[src/rtl/regs_ctrl_if.sv]
`default_nettype none
// ============================================================================
// Module      : regs_ctrl_if
// Description : Instruction, register-file and result buses of regs_ctrl.
// Revision    : 1.0
// ============================================================================
interface regs_ctrl_if #(
    parameter int DATASIZE = 8
);
    logic                in_valid;
    logic                in_ready;
    logic [7:0]          in_instr;
    logic [4:0]          in_data;
    logic                rf_en;
    logic [7:0]          rf_instr;
    logic [4:0]          rf_data;
    logic [DATASIZE-1:0] rf_a;
    logic [DATASIZE-1:0] rf_b;
    logic                res_valid;
    logic                res_ready;
    logic [DATASIZE-1:0] res_a;
    logic [DATASIZE-1:0] res_b;
    logic                err;
    logic [7:0]          ops_cnt;

    modport master (
        output in_valid, in_instr, in_data, rf_a, rf_b, res_ready,
        input  in_ready, rf_en, rf_instr, rf_data, res_valid, res_a, res_b,
               err, ops_cnt
    );

    modport slave (
        input  in_valid, in_instr, in_data, rf_a, rf_b, res_ready,
        output in_ready, rf_en, rf_instr, rf_data, res_valid, res_a, res_b,
               err, ops_cnt
    );
endinterface
`default_nettype wire

[src/rtl/regs_ctrl.sv]
`default_nettype none
// ============================================================================
// Module      : regs_ctrl
// Description : Single-outstanding instruction controller for a register file.
//               Define REGS_CTRL_ILLEGAL_FILTER_EN to drop illegal opcodes
//               with an err pulse instead of issuing them.
// Revision    : 1.0
// ============================================================================
module regs_ctrl #(
    parameter int DATASIZE = 8
) (
    input  wire logic   clk,
    input  wire logic   rst,
    regs_ctrl_if.slave  bus
);

    typedef enum logic [1:0] {
        IDLE  = 2'd0,
        ISSUE = 2'd1,
        WAIT  = 2'd2,
        RESP  = 2'd3
    } state_t;

    localparam logic [2:0] c_OP_READ  = 3'd0;
    localparam logic [2:0] c_OP_WRITE = 3'd6;

    state_t              r_state;
    state_t              w_state_next;
    logic [7:0]          r_instr;
    logic [4:0]          r_data;
    logic [DATASIZE-1:0] r_res_a;
    logic [DATASIZE-1:0] r_res_b;
    logic [7:0]          r_ops_cnt;
    logic                w_in_ready;
    logic                w_accept;
    logic                w_drop;
    logic                w_take;

    // in_ready is gated by rst so it is low throughout reset, high right after.
    assign w_in_ready = (r_state == IDLE) && !rst;
    assign w_accept   = bus.in_valid && w_in_ready;
    assign w_take     = w_accept && !w_drop;

`ifdef REGS_CTRL_ILLEGAL_FILTER_EN
    logic w_legal;
    logic r_err;

    assign w_legal = (bus.in_instr[7:5] == c_OP_READ) || (bus.in_instr[7:5] == c_OP_WRITE);
    assign w_drop  = w_accept && !w_legal;

    always_ff @(posedge clk or posedge rst) begin
        if (rst) begin
            r_err <= 1'b0;
        end else begin
            r_err <= w_drop;
        end
    end

    assign bus.err = r_err;
`else
    assign w_drop  = 1'b0;
    assign bus.err = 1'b0;
`endif

    always_ff @(posedge clk or posedge rst) begin
        if (rst) begin
            r_state <= IDLE;
        end else begin
            r_state <= w_state_next;
        end
    end

    always_comb begin
        w_state_next = r_state;
        case (r_state)
            IDLE:    if (w_take) w_state_next = ISSUE;
            ISSUE:   w_state_next = (r_instr[7:5] == c_OP_READ) ? WAIT : IDLE;
            WAIT:    w_state_next = RESP;
            RESP:    if (bus.res_ready) w_state_next = IDLE;
            default: w_state_next = IDLE;
        endcase
    end

    always_ff @(posedge clk or posedge rst) begin
        if (rst) begin
            r_instr   <= 8'd0;
            r_data    <= 5'd0;
            r_res_a   <= '0;
            r_res_b   <= '0;
            r_ops_cnt <= 8'd0;
        end else begin
            if (w_take) begin
                r_instr <= bus.in_instr;
                r_data  <= bus.in_data;
            end
            if (r_state == WAIT) begin
                r_res_a <= bus.rf_a;
                r_res_b <= bus.rf_b;
            end
            if (r_state == ISSUE) begin
                r_ops_cnt <= r_ops_cnt + 8'd1;
            end
        end
    end

    assign bus.in_ready  = w_in_ready;
    assign bus.rf_en     = (r_state == ISSUE);
    assign bus.rf_instr  = r_instr;
    assign bus.rf_data   = r_data;
    assign bus.res_valid = (r_state == RESP);
    assign bus.res_a     = r_res_a;
    assign bus.res_b     = r_res_b;
    assign bus.ops_cnt   = r_ops_cnt;

endmodule
`default_nettype wire

[src/flat_wrapper.sv]
// flat-port wrapper written by rule: the top's interface ports become plain ports
module regs_ctrl_flat 
#(
    parameter int DATASIZE = 8
)
  (clk, rst, bus_in_valid, bus_in_instr, bus_in_data, bus_rf_a, bus_rf_b, bus_res_ready, bus_in_ready, bus_rf_en, bus_rf_instr, bus_rf_data, bus_res_valid, bus_res_a, bus_res_b, bus_err, bus_ops_cnt);
  regs_ctrl_if #(.DATASIZE(DATASIZE)) bus_i ();
  input  wire logic clk;
  input  wire logic rst;
  input wire logic [$bits(bus_i.in_valid)-1:0] bus_in_valid;
  input wire logic [$bits(bus_i.in_instr)-1:0] bus_in_instr;
  input wire logic [$bits(bus_i.in_data)-1:0] bus_in_data;
  input wire logic [$bits(bus_i.rf_a)-1:0] bus_rf_a;
  input wire logic [$bits(bus_i.rf_b)-1:0] bus_rf_b;
  input wire logic [$bits(bus_i.res_ready)-1:0] bus_res_ready;
  output wire logic [$bits(bus_i.in_ready)-1:0] bus_in_ready;
  output wire logic [$bits(bus_i.rf_en)-1:0] bus_rf_en;
  output wire logic [$bits(bus_i.rf_instr)-1:0] bus_rf_instr;
  output wire logic [$bits(bus_i.rf_data)-1:0] bus_rf_data;
  output wire logic [$bits(bus_i.res_valid)-1:0] bus_res_valid;
  output wire logic [$bits(bus_i.res_a)-1:0] bus_res_a;
  output wire logic [$bits(bus_i.res_b)-1:0] bus_res_b;
  output wire logic [$bits(bus_i.err)-1:0] bus_err;
  output wire logic [$bits(bus_i.ops_cnt)-1:0] bus_ops_cnt;
  assign bus_i.in_valid = bus_in_valid;
  assign bus_i.in_instr = bus_in_instr;
  assign bus_i.in_data = bus_in_data;
  assign bus_i.rf_a = bus_rf_a;
  assign bus_i.rf_b = bus_rf_b;
  assign bus_i.res_ready = bus_res_ready;
  assign bus_in_ready = bus_i.in_ready;
  assign bus_rf_en = bus_i.rf_en;
  assign bus_rf_instr = bus_i.rf_instr;
  assign bus_rf_data = bus_i.rf_data;
  assign bus_res_valid = bus_i.res_valid;
  assign bus_res_a = bus_i.res_a;
  assign bus_res_b = bus_i.res_b;
  assign bus_err = bus_i.err;
  assign bus_ops_cnt = bus_i.ops_cnt;
  regs_ctrl #(.DATASIZE(DATASIZE)) u_core (.clk(clk), .rst(rst), .bus(bus_i));
endmodule
[config.mk]
export PLATFORM = sky130hd
export DESIGN_NAME = regs_ctrl_flat
export DESIGN_NICKNAME = d
export VERILOG_FILES = /design/src/rtl/regs_ctrl_if.sv /design/src/rtl/regs_ctrl.sv /design/src/flat_wrapper.sv
export SDC_FILE = /design/constraint.sdc
export NUM_CORES = 1
export LEC_CHECK = 0
export CAP_MARGIN = 20
export CORE_ASPECT_RATIO = 0.7
export CORE_MARGIN = 4
export CORE_UTILIZATION = 40
export CTS_BUF_LIST = sky130_fd_sc_hd__clkbuf_2 sky130_fd_sc_hd__clkbuf_4 sky130_fd_sc_hd__clkbuf_8
export DETAILED_ROUTE_END_ITERATION = 16
export GPL_ROUTABILITY_DRIVEN = 0
export PLACE_DENSITY = 0.78
export SLEW_MARGIN = 40
export SYNTH_ARGS = -nofsm -noshare
export SYNTH_HDL_FRONTEND = slang
export SYNTH_SLANG_ARGS = --single-unit
export TNS_END_PERCENT = 20
[constraint.sdc]
create_clock -name clk -period 3.3 [get_ports clk]
set_clock_uncertainty 0.1 [all_clocks]
set_input_delay 0.33 -clock clk [delete_from_list [all_inputs] [get_ports clk]]
set_output_delay 0.33 -clock clk [all_outputs]
set_load 0.05 [all_outputs]
# Word level (Yosys, flattened, before mapping)
# Cells that the tools add are included.
dict set report classes {
  reduce_logical 6
  eq_ne 5
  muxes 4
  addsub 1
}
# operator n
set op_table {}
lappend op_table {{$add 8x1->8 const B} 1}
lappend op_table {{$pmux 2 s4} 1}
lappend op_table {{$mux 2} 3}
lappend op_table {{$eq 2x2->1 const B} 2}
lappend op_table {{$logic_not 3->1} 1}
lappend op_table {{$eq 2x1->1 const B} 1}
lappend op_table {{$logic_and 1x1->1} 2}
lappend op_table {{$logic_not 2->1} 1}
lappend op_table {{$ne 2x1->1 const B} 1}
lappend op_table {{$ne 2x2->1 const B} 1}
lappend op_table {{$reduce_and 2->1} 1}
lappend op_table {{$logic_not 1->1} 1}
dict set report word_totals {
  word_cells 22
  output_inout_bits 41
  input_bits 33
  ff_bits 39
}

# Logic depth before layout (Yosys ltp)
# Gate-level depths: netlist of run 1.
dict set report logic_depth {
  ltp_word 5
  mapped_depth 5
  ltp_nobuf 3
}

# Worst setup path after synthesis of run 1
# No wires, ideal clock.
dict set report synth_timing {
  path_type {register to register}
  startpoint {reg u_core.r_state[0]}
  endpoint {reg u_core.r_data[0], in the netlist u_core.bus.rf_data[0]}
  slack_ns 1.164
  arrival_time_ns 1.911
  setup_ns 0.125
  synth_period_minus_slack_ns 2.136
  required_ns 3.075
  stages_incl_launch_ff 6
  path_buffers 2
  path_cell_list {dfrtp_1 nor3_2 and2_4 buf_6 buf_12 mux2_4}
}
dict set report synth_via {
  elab_chain_cells 3
}
# element line
set synth_lines {}
lappend synth_lines {{start, declared} regs_ctrl.sv:27} ;# state_t r_state;
lappend synth_lines {{start signal, assigned} regs_ctrl.sv:69} ;# r_state <= w_state_next;
lappend synth_lines {{$logic_not 2->1} regs_ctrl.sv:40} ;# assign w_in_ready = (r_state == IDLE) && !rst;
lappend synth_lines {{$logic_and 1x1->1} regs_ctrl.sv:40}
lappend synth_lines {{via bus_in_ready} flat_wrapper.sv:16} ;# output wire logic [$bits(bus_i.in_ready)-1:0] bus_in_ready;
lappend synth_lines {{$logic_and 1x1->1} regs_ctrl.sv:41} ;# assign w_accept = bus.in_valid && w_in_ready;
lappend synth_lines {{end signal, assigned} regs_ctrl.sv:94} ;# r_data <= bus.in_data;
lappend synth_lines {{end, declared} regs_ctrl.sv:30} ;# logic [4:0] r_data;
# The timed path passes the listed nets, and every way through them passes these cells.
# A chain may end at the register's enable or synchronous reset.

==> results of run 1 <==
[Yosys cell counts]
cell,instances
buf_6,1
buf_4,2
ha_1,1
nand4_1,4
xor2_1,1
buf_2,1
buf_12,1
dfrtp_1,39
nor4b_1,1
and3_1,1
nand2_1,3
conb_1,1
inv_1,1
and2b_2,1
nor3_2,1
clkbuf_1,1
and2_4,1
mux2_4,9
xnor2_1,6
and4b_2,1
a21o_2,1
and2_2,1
nor2_1,1
mux2_2,21
nand2b_1,1
a21oi_1,1
[layer usage]
metal / vias to the layer above / track usage
met3: 4 / 0.0773
met1: 521 / 0.156
li1: 498 / -
met4: 0 / 0.0413
met2: 48 / 0.258
met5: - / 0
[worst max-delay path, stage by stage, from the launching register on]
cell and delay (ns):
dfrtp_1 0.45, and2b_2 0.29, clkdlybuf4s50_1 0.81
[kinds of logic (layout without fill, tap and decap cells)]
kind of cell               count (synthesis)  after routing  synth area share
DFF                                       39             39             0.608
xor gates and xnor gates                   7              7            0.0382
adders and majority gates                  1              1           0.00779
AOI/OAI and AO/OA                          2              2           0.00857
muxes                                     30             30             0.231
and+or+nand+nor                           16             16            0.0670
buffers and inverters                      7             82            0.0366
other                                      1              1           0.00234
[area by class of cell]
cell class              instances  share of cell area
repair buffers                 73               0.298
well taps                      50              0.0256
flip-flops and latches         39               0.399
clock buffers                   8              0.0424
inverters                       1             0.00153
multi-input cells              57               0.234
[sequential cells by signal, summed over array words and instances (netlist names), named ones only]
name,flops
u_core.bus.res_a,8
u_core.bus.ops_cnt,8
u_core.bus.rf_instr,8
u_core.r_state,1
u_core.bus.rf_data,5
u_core.bus.res_b,8
[through the flow]
stage	worst slack [ns]	hold slack [ns]
finish	1.03	0.357
global route	0.957	0.402
CTS	1.02	0.359
detailed placement	1.10	0.381
global placement	1.14	0.362
floorplan	1.16	0.315
[worst paths after layout]
path | startpoint | end | slack (ns) | cells past startpoint
max | flop | bus_rf_en | 1.03 | 2
min | rst | u_core.bus.rf_data[2]$_DFFE_PP0P_ | 0.36 | 2
max reg2reg | u_core.r_state[0]$_DFFE_PP0P_ | u_core.bus.rf_data[4]$_DFFE_PP0P_ | 1.70 | 3
min reg2reg | u_core.bus.ops_cnt[7]$_DFFE_PP0P_ | u_core.bus.ops_cnt[7]$_DFFE_PP0P_ | 0.39 | 1
min in group clk | u_core.bus.ops_cnt[7]$_DFFE_PP0P_ | u_core.bus.ops_cnt[7]$_DFFE_PP0P_ | 0.39 | 1
max in group asynchronous | rst | u_core.bus.res_b[4]$_DFFE_PP0N_ | 2.15 | 3
==> qor.txt, run 1 <==
==========================================================================================
Post-synth net total                                                                   137
Worst slew pin tran                                                               0.527 ns
Result of the run                                                                completed
Cell count after placement                                                             220
Finished Layout Cells                                                                  228
M1 WL                                                                              1.38 mm
Overflow after GRT                                                                       0
Critical path type                                                              reg -> out
Root buffer selected by CTS                                                       clkbuf_8
Data arrival time of the critical path                                             1.84 ns
Number of diodes added for antenna fixing                                                0
Mean area per synthesized cell                                                    15.6 µm²
Clock period minus final worst setup slack                                         2.27 ns
Detailed Route Iter0 Violations                                                         30
Max Slew Vio Count                                                                       0
Initial Utilization                                                                  0.435
Wirelength, routed                                                                 3.49 mm
Final worst-path cycle share                                                         0.687
Data required, critical path                                                       2.87 ns
Final core area utilization                                                          0.663
Hold Path Class                                                                in -> async
Count of port buffers added during placement                                            72
Total of cells resized after clock tree synthesis                                        0
Ratio of cells with drive above 1 in the final layout                                0.264
Leading cell type in the layout, fill and taps excluded                       clkdlybuf4s50_1
1st-pass router iterations                                                               2
Synthesized flop and latch total                                                        39
Final hold vios                                                                          0
Area growth from synthesis to final layout                                           52.5%
Maximum frequency from static timing analysis                                    0.441 GHz
Post CTS Setup Buffer Count                                                              0
Number of H-tree branching levels                                                        2
Detailed route wirelength on metal3                                                 383 µm
Count of endpoints failing setup in the final report                                     0
Combined area of the multi-input logic cells                                       573 µm²
Count of cell types in the netlist                                                      26
Pin count of the biggest net entering global routing                                    25
Highest metal used                                                                    met4
Maxcap violations                                                                        0
Number of global-route vias before repair                                            1,169
Layout fillers                                                                         290
Antenna violations before repair                                                         0
Sequential cell area                                                               976 µm²
Number of vias after detailed routing                                                1,071
Synthesized instance count                                                             103
Max-Slew Margin vs Limit                                                             0.647
Endpoint class of the critical path                                            output port
Core Box Area                                                                     3690 µm²
Clock insertion delay at the later pin of the skew report                          0.28 ns
Post-detailed-placement half-perimeter wirelength                                  2.67 mm
Clock edge transition at the registers on the reported setup and hold paths        0.07 ns
Post-synthesis cell area                                                          1610 µm²
Worst-path fanout max                                                                    7
Number of sinks on the clock net                                                        39
Number of rows in the core area                                                         18
RSZ-0062 raised after global routing                                                    no
Synth top area share                                                                 0.608
First-pass GRT wire length                                                         5.62 mm
CTS tree                                                                             built
Leading cell types by total area after synthesis                              dfrtp_1 (61%), mux2_2 (15%), mux2_4 (8.4%)
Drt wl/cell                                                                        15.3 µm
Routed wl met2                                                                     1.70 mm
Ratio of routed vias to standard cells                                                4.70
Sum Neg Setup Slack                                                                   0 ns
Total CTS buffers                                                                        5
Max clock buf depth                                                                      2
Die boundary width                                                                 83.7 µm
Count of hold buffers inserted by post-cts repair                                        0
Floorplan die height                                                                 61 µm
Final design instance area without fill                                           2450 µm²
Total Die Area                                                                    5110 µm²
Final layout net count                                                                 211
Area leader, netlist                                                               dfrtp_1
Leading cell types in the layout, fill and taps excluded                      clkdlybuf4s50_1 (72), dfrtp_1 (39), mux2_2 (21), mux2_4 (9), clkbuf_8 (7)
Number of routed nets with antenna violations                                            0
Syn. warnings                                                                            0
Sequential share of the synthesized area                                             0.608
I/O pin count                                                                           74
Crit path launch type                                                                 flop
Total Routing Usage GR                                                               0.145
Area after DPL                                                                    2340 µm²
DRC violation count after routing                                                        0
==========================================================================================
Power of run 1 is not shown: default switching activity piles up to over one toggle a cycle in this logic, so the estimate is an artifact.
==> inputs of run 2 (changes only) <==
Clock period 3.3 ns to 2.1 ns, I/O delays scaled along.
==> run 2 against run 1 <==
Effect of this change: wire length fell by 4.6%; critical path depth fell by 1; final area fell by 0.46%; count of clock-buffer cells in the layout fell by 1.
==> qor.txt, run 2 (same netlist as run 1, synthesis figures left out) <==
==========================================================================================
Post CTS Setup Buffer Count                                                              0   unchanged
Critical-path cell with the highest stage delay                               clkdlybuf4s50_1
Count of endpoints failing setup in the final report                                     0   unchanged
Overflow after GRT                                                                       0   unchanged
RSZ-0062 raised after global routing                                                    no
Clock edge transition at the registers on the reported setup and hold paths        0.07 ns   about the same
Wirelength, routed                                                                 3.33 mm   -4.6%
Antenna violations before repair                                                         0   unchanged
List of cells traversed by the critical path                                  clkdlybuf4s50_1
Ratio of routed vias to standard cells                                                4.73   +0.68%
I/O pin count                                                                           74   unchanged
Maximum frequency from static timing analysis                                    0.533 GHz
Hold Path Class                                                                in -> async
Floorplan die height                                                                 61 µm   unchanged
Count of hold buffers inserted by post-cts repair                                        0   unchanged
1st-pass router iterations                                                               2   unchanged
Leading cell types in the layout, fill and taps excluded                      clkdlybuf4s50_1 (69), dfrtp_1 (39), mux2_2 (21), mux2_4 (9), xnor2_1 (6)
Clock period minus final worst setup slack                                         1.88 ns
Result of the run                                                                completed
Sum Neg Setup Slack                                                                   0 ns   unchanged
Pin count of the biggest net entering global routing                                    40   +60%
Clock insertion delay at the later pin of the skew report                          0.28 ns   about the same
CTS tree                                                                             built
Number of diodes added for antenna fixing                                                0   unchanged
Total of cells resized after clock tree synthesis                                        0   unchanged
Core Box Area                                                                     3690 µm²   unchanged
Max clock buf depth                                                                      2   unchanged
Worst slew pin tran                                                               0.514 ns   -0.0131 ns
Post-detailed-placement half-perimeter wirelength                                  2.51 mm   -5.8%
Total CTS buffers                                                                        5   unchanged
Detailed Route Iter0 Violations                                                         32   +6.7%
Data required, critical path                                                       1.79 ns   -1.08 ns
Die boundary width                                                                 83.7 µm   unchanged
Cell type group with the largest total delay on the critical path             buffers and inverters
Number of H-tree branching levels                                                        2   unchanged
Final worst-path cycle share                                                         0.893
Number of routed nets with antenna violations                                            0   unchanged
Number of rows in the core area                                                         18   unchanged
Number of sinks on the clock net                                                        39   unchanged
Final layout net count                                                                 212   +0.47%
Final hold vios                                                                          0   unchanged
Total Die Area                                                                    5110 µm²   unchanged
DRC violation count after routing                                                        0   unchanged
Crit path launch type                                                                 flop
Max-Slew Margin vs Limit                                                             0.656   +0.00874
Leading cell type in the layout, fill and taps excluded                       clkdlybuf4s50_1
Number of global-route vias before repair                                            1,118   -4.4%
Total Routing Usage GR                                                               0.137   -0.00844
Critical path type                                                              reg -> out
Data arrival time of the critical path                                             1.57 ns   -0.27 ns
Drt wl/cell                                                                        14.5 µm   -5.0%
Endpoint class of the critical path                                            output port
Initial Utilization                                                                  0.435   unchanged
Root buffer selected by CTS                                                       clkbuf_8
Count of port buffers added during placement                                            72   unchanged
Largest stage delay on the critical path                                           0.84 ns   +0.03 ns
Buffering stage count on the worst path with inverters included                          1   unchanged
Ratio of cells with drive above 1 in the final layout                                0.274   +0.00970
Area growth from synthesis to final layout                                           51.8%
Max Slew Vio Count                                                                       0   unchanged
Maxcap violations                                                                        0   unchanged
First-pass GRT wire length                                                         5.42 mm   -3.4%
Worst-path fanout max                                                                    6   -1
Number of vias after detailed routing                                                1,083   +1.1%
==========================================================================================
run 2: tightest hold or removal path: stages:
cell and delay [ns]:
clkdlybuf4s50_1 0.46, inv_1 0.07, buf_4 0.41
run 2: final timing paths:
kind	startpoint	cells past startpoint	to	slack (ns)
setup reg to reg	u_core.r_state[0]$_DFFE_PP0P_	3	u_core.bus.rf_data[2]$_DFFE_PP0P_	0.53
max in group asynchronous	rst	3	u_core.bus.rf_data[2]$_DFFE_PP0P_	1.23
hold reg to reg	u_core.bus.ops_cnt[7]$_DFFE_PP0P_	1	u_core.bus.ops_cnt[7]$_DFFE_PP0P_	0.38
hold / removal	rst	3	u_core.bus.ops_cnt[2]$_DFFE_PP0P_	0.34
min in group clk	u_core.bus.ops_cnt[7]$_DFFE_PP0P_	1	u_core.bus.ops_cnt[7]$_DFFE_PP0P_	0.38
setup / recovery	u_core.bus.ops_cnt[0]$_DFFE_PP0P_	1	bus_ops_cnt[0]	0.22
run 2: per-stage QoR:
stage	setup WS [ns]	instance area (µm²)	hold WS, ns	util	cells
floorplan	0.186	1610	0.195	-	103
global placement	0.415	2350	0.362	0.636	221
detailed placement	0.361	2350	0.372	0.636	221
CTS	0.205	2440	0.351	0.660	229
global route	0.159	2440	0.405	0.660	229
finish	0.224	2440	0.343	0.660	229
run 2: cell type report:
cell class                      count  area, µm²
Timing Repair Buffer               74        728
Fill cell                         273       1260
Clock buffer                        7       83.8
Sequential cell                    39        976
Clock inverter                      1       5.00
Tap cell                           50       62.6
Multi-Input combinational cell     57        577
Inverter                            1       3.75
run 2: metal layers:
layer	global-route usage	routed length, µm
met2	0.211	1520
met1	0.175	1440
met5	0	0
met3	0.0665	347
met4	0.0413	24
Power of run 2 is left out for the same reason.
